<file path="config.mk">
export PLATFORM = sky130hd
export DESIGN_NAME = sr_flag_bank
export DESIGN_NICKNAME = d
export VERILOG_FILES = /design/src/rtl/sr_flag_bank.sv
export SDC_FILE = /design/constraint.sdc
export NUM_CORES = 1
export LEC_CHECK = 0
export CORE_MARGIN = 2
export CORE_UTILIZATION = 37
export CTS_BUF_LIST = sky130_fd_sc_hd__clkbuf_8
export CTS_CLUSTER_SIZE = 20
export DETAILED_ROUTE_END_ITERATION = 12
export PLACE_DENSITY = 0.95
export REMOVE_ABC_BUFFERS = 1
export SLEW_MARGIN = 25
export SYNTH_ARGS = -nofsm -noshare
export SYNTH_HDL_FRONTEND = slang
export SYNTH_SLANG_ARGS = --single-unit
</file>
<file path="constraint.sdc">
create_clock -name clk -period 2.94 [get_ports clk]
set_input_delay 0.294 -clock clk [delete_from_list [all_inputs] [get_ports clk]]
set_output_delay 0.294 -clock clk [all_outputs]
set_load 0.02 [all_outputs]
</file>
<file path="src/rtl/sr_flag_bank.sv">
// ---------------------------------------------------------------------------
// sr_flag_bank
//
// Bank of N independent set/reset flags with a lowest-index-first interrupt
// presenter. Each channel latches a set event and holds it until it is
// cleared, either directly through clr or by acknowledging it while it is the
// channel being presented on irq_id. The mask only gates what is presented;
// it never alters the stored flags.
//
// Optional feature (macro SR_FLAG_OVR_EN): a saturating per-channel overrun
// counter that counts set events arriving while the flag is already set.
// Without the macro the counters and their ports do not exist and flag
// behaviour is unchanged.
//
// Parameters
//   N            number of flag channels (2..32)
//   SET_DOMINANT 1: set wins a same-cycle set/clear conflict, 0: clear wins
//   EDGE_SET     0: set[i] is level-sensitive, 1: only a rising edge sets
//   CNT_W        width of each overrun counter
//
// Ports
//   clk        clock, all state changes on its rising edge
//   rst        asynchronous active-high reset
//   set[N]     per-channel set request
//   clr[N]     per-channel clear request
//   mask[N]    per-channel interrupt enable (1 = enabled)
//   ack        acknowledge of the channel currently on irq_id
//   flags[N]   registered flag state
//   irq_valid  some flag is both set and enabled
//   irq_id     lowest set-and-enabled channel, 0 when irq_valid is 0
//   ovr_cnt    (SR_FLAG_OVR_EN) channel i at [i*CNT_W +: CNT_W]
//   ovr_any    (SR_FLAG_OVR_EN) any overrun counter nonzero
// ---------------------------------------------------------------------------
module sr_flag_bank #(
    parameter int N            = 8,
    parameter int SET_DOMINANT = 1,
    parameter int EDGE_SET     = 0,
    parameter int CNT_W        = 4
) (
    input  logic                  clk,
    input  logic                  rst,
    input  logic [N-1:0]          set,
    input  logic [N-1:0]          clr,
    input  logic [N-1:0]          mask,
    input  logic                  ack,
    output logic [N-1:0]          flags,
    output logic                  irq_valid,
    output logic [$clog2(N)-1:0]  irq_id
`ifdef SR_FLAG_OVR_EN
    ,
    output logic [N*CNT_W-1:0]    ovr_cnt,
    output logic                  ovr_any
`endif
);

    localparam int ID_W = $clog2(N);

    logic [N-1:0] set_d;
    logic [N-1:0] set_evt;
    logic [N-1:0] clr_req;
    logic [N-1:0] flags_nxt;

    // Previous value of set, used for rising-edge detection. Because it
    // resets to 0, a set input already high when reset releases counts as
    // an edge on the first clock.
    always_ff @(posedge clk or posedge rst) begin
        if (rst) begin
            set_d <= '0;
        end else begin
            set_d <= set;
        end
    end

    // Set event per channel: the raw level, or only its rising edge.
    always_comb begin
        if (EDGE_SET != 0) begin
            set_evt = set & ~set_d;
        end else begin
            set_evt = set;
        end
    end

    // Presenter: scan from the top down so the lowest-numbered
    // set-and-enabled channel is the last one to write irq_id and wins.
    always_comb begin
        irq_valid = 1'b0;
        irq_id    = '0;
        for (int i = N - 1; i >= 0; i--) begin
            if (flags[i] && mask[i]) begin
                irq_valid = 1'b1;
                irq_id    = ID_W'(i);
            end
        end
    end

    // Clear request: explicit clr, plus the acknowledged channel. An ack
    // with nothing presented matches no channel and is therefore ignored.
    always_comb begin
        clr_req = '0;
        for (int i = 0; i < N; i++) begin
            clr_req[i] = clr[i] | (ack & irq_valid & (irq_id == ID_W'(i)));
        end
    end

    // Next flag value; conflicts resolved by SET_DOMINANT.
    always_comb begin
        flags_nxt = flags;
        for (int i = 0; i < N; i++) begin
            unique case ({set_evt[i], clr_req[i]})
                2'b10:   flags_nxt[i] = 1'b1;
                2'b01:   flags_nxt[i] = 1'b0;
                2'b11:   flags_nxt[i] = (SET_DOMINANT != 0);
                default: flags_nxt[i] = flags[i];
            endcase
        end
    end

    // Flag register.
    always_ff @(posedge clk or posedge rst) begin
        if (rst) begin
            flags <= '0;
        end else begin
            flags <= flags_nxt;
        end
    end

`ifdef SR_FLAG_OVR_EN
    localparam logic [CNT_W-1:0] CNT_MAX = '1;

    logic [CNT_W-1:0] cnt_q [N];

    // Overrun counters: any clear request zeroes the count even if the flag
    // itself survives through set dominance; otherwise a set event landing
    // on an already-set flag counts, saturating at all ones.
    always_ff @(posedge clk or posedge rst) begin
        if (rst) begin
            for (int i = 0; i < N; i++) begin
                cnt_q[i] <= '0;
            end
        end else begin
            for (int i = 0; i < N; i++) begin
                if (clr_req[i]) begin
                    cnt_q[i] <= '0;
                end else if (set_evt[i] && flags[i] && (cnt_q[i] != CNT_MAX)) begin
                    cnt_q[i] <= cnt_q[i] + 1'b1;
                end
            end
        end
    end

    // Pack counters onto the flat output bus.
    always_comb begin
        ovr_cnt = '0;
        for (int i = 0; i < N; i++) begin
            ovr_cnt[i*CNT_W +: CNT_W] = cnt_q[i];
        end
    end

    assign ovr_any = |ovr_cnt;
`endif

endmodule

</file>
==> impl_metrics.csv <==
group,metric,value,unit
logic_synthesis,async_flop_share,100,%
layout,syn_to_final_growth,85.2,%
sta,whs,0.323,ns
drt,ant_nets,0,
worst_setup_path,crit_path_end_kind,"primary output",
worst_setup_path,path_cells,"clkdlybuf4s50_1 -> a22oi_1 -> and2_1 -> nor2b_1 -> clkdlybuf4s50_1",
sta,setup_violations,0,
power_and_ir_drop,p_total,393,µW
clock_tree,cts_hold_buf,0,
layout,n_antenna_cell,0,
logic_synthesis,yosysWarnings,0,
sta,drv_slew,0,
clock_tree,tritoncts,"built",
sta,hold_viol,0,
sta,fmax,422,MHz
layout,multi_input_area,283,µm²
floorplanning,die_w,41.4,µm
drt,drt-vias-per-instance,5.52,
worst_setup_path,cp_data_required_time,2.65,ns
layout,reg_top3,"flags (8)",
drt,vias,662,
layout,largest_reg_flops,8,
floorplanning,num_rows,13,
placed_design,hpwl,1340,µm
drt,drc_errors,0,
worst_hold_path,hold_path_class,"primary input to asynchronous set/reset pin",
worst_setup_path,worstSetupPathType,"primary input to primary output",
clock_tree,clock_sinks,8,
worst_setup_path,start_kind,"primary input",
layout,fillers,96,
outcome,status,"finished clean",
clock_tree,cts_buffer_depth,2,
power_and_ir_drop,power_density,410,nW/µm²
clock_tree,h-tree-depth,1,
logic_synthesis,syn_avg_cell_area,8.07,µm²
sta,max_slew_margin,73.0,%
drt,firstDrtPassIters,4,
layout,top_register,"flags",
layout,layout-drive-gt1-share,8.57,%
global_route,antenna_found_initial,0,
power_and_ir_drop,ir_worst_vdd,0.000250,V
global_route,gr-total-overflow,0,
flow_run,drv_cap,0,
layout,finish.utilization,73.6,%
worst_setup_path,slowest_stage,"clkdlybuf4s50_1",
worst_setup_path,reg2reg_depth,4,
clock_tree,clk_latency,0.22,ns
logic_synthesis,ys_ff_latch,8,
floorplanning,fp.dieH,41.4,µm
sta,tightest_slew,0.405,ns
global_route,grt_pass1_wl,2680,µm
logic_synthesis,synth_area,517,µm²
floorplanning,dieArea,1710,µm²
logic_synthesis,synth_cell_type_count,22,
floorplanning,core-area,1300,µm²
clock_tree,clk_pin_slew,0.04,ns
worst_setup_path,critical_path_cell_count,5,
layout,ff_latch_area,200,µm²
clock_tree,post-cts-setup-buffer-count,0,
clock_tree,cts_resized,0,
sta,min_period_over_period,80.6,%
layout,nets,134,
logic_synthesis,seq_area_frac_synth,38.7,%
worst_setup_path,path_max_fanout,5,
global_route,track_usage,24.6,%
floorplanning,io_pins,39,
worst_setup_path,arrival,2.08,ns
sta,period_needed,2.37,ns
sta,finalSetupTns,0,ns
layout,mostFrequentLayoutCells,"clkdlybuf4s50_1 (38), nand2_1 (11), inv_1 (9)",
drt,drtIter0Drc,21,
power_and_ir_drop,leakage,0.000422,µW
clock_tree,clock-root-buffer,"clkbuf_8",
drt,avgRoutedWirePerCell,14.4,µm
global_route,grt_max_degree,9,
clock_tree,cts_buffers,3,
worst_setup_path,max_stage_delay,0.60,ns
layout,final_area,957,µm²
logic_synthesis,synth_enable_flop_cells,0,
worst_setup_path,cp_common_cell,"clkdlybuf4s50_1",
placed_design,dpl_cell_area,916,µm²
worst_setup_path,worstPathBufferInverterCount,2,
worst_setup_path,regToRegSetupSlack,1.49,ns
placed_design,place.gp.congestion,0.788,
logic_synthesis,syn_inst,64,
logic_synthesis,ys.flop_type,"dfrtp_1",
sta,finalClockSkew,0.00177,ns
drt,routed_wl,1720,µm
sta,rsz0062_at_grt,"false",
layout,final_common_cell,"clkdlybuf4s50_1",
placed_design,portBuffers,38,
worst_setup_path,crit_family,"buffers and inverters",
floorplanning,start_util,39.7,%
global_route,grt_pass1_vias,665,
## final timing paths
kind / start / endpoint
max: mask[0] / irq_id[2]
min: rst / flags[0]$_DFFE_PP0P_
max reg2reg: flags[3]$_DFFE_PP0P_ / flags[4]$_DFFE_PP0P_
min reg2reg: flags[1]$_DFFE_PP0P_ / flags[1]$_DFFE_PP0P_
max in group asynchronous: rst / flags[2]$_DFFE_PP0P_
min in group clk: flags[1]$_DFFE_PP0P_ / flags[1]$_DFFE_PP0P_
## routing by layer
metal | GRT usage, % | routed length, µm | up-vias
li1 | - | - | 315
met4 | 16.1 | 65 | 0
met2 | 43.4 | 915 | 45
met1 | 24.9 | 606 | 294
met5 | 0 | 0 | -
met3 | 7.45 | 136 | 8
## worst reg2reg max path, cell delays in order, from the launching register on
cell and delay (ns):
dfrtp_1 0.42, and2_4 0.18, a32o_1 0.21, a31o_2 0.24, o31a_1 0.27
## Yosys cell counts (all sizes together) (2+ instances only)
cell type   n  area share (%)
nand3       3             2.9
a31o        5             8.5
dfrtp       8              39
a22oi       3             4.4
nand4       2             2.4
nand2      11             8.0
a21oi       7             6.8
nor2        2             1.5
inv         9             6.5
and2        3             4.1
## stage by stage
| step | std cells | worst slack [ns] |
|---|---|---|
| finish | 120 | 0.571 |
| CTS | 120 | 0.582 |
| detailed placement | 117 | 0.587 |
| global route | 120 | 0.424 |
| floorplan | 64 | 1.34 |
| global placement | 117 | 0.633 |
## cell type report
class	count	area share (%)
repair buffers	38	39.7
multi-input cells	47	29.5
flip-flops and latches	8	20.9
clock buffers	3	4.31
inverters	9	3.53
well taps	15	1.96
## report_power, final
group | switching, µW | internal, µW
logic | 59.5 | 75.8
clock network | 39.5 | 88.4
registers | 10.6 | 119
total | 110 | 283
## cell families (layout without fill, tap and decap cells)
family	Yosys count	after routing	share of synthesized area, %
flops	8	8	38.7
simple gates	24	24	23.2
buf+inv	9	50	6.54
compound gates	23	23	31.5
Power figures use the tool's default switching activity.
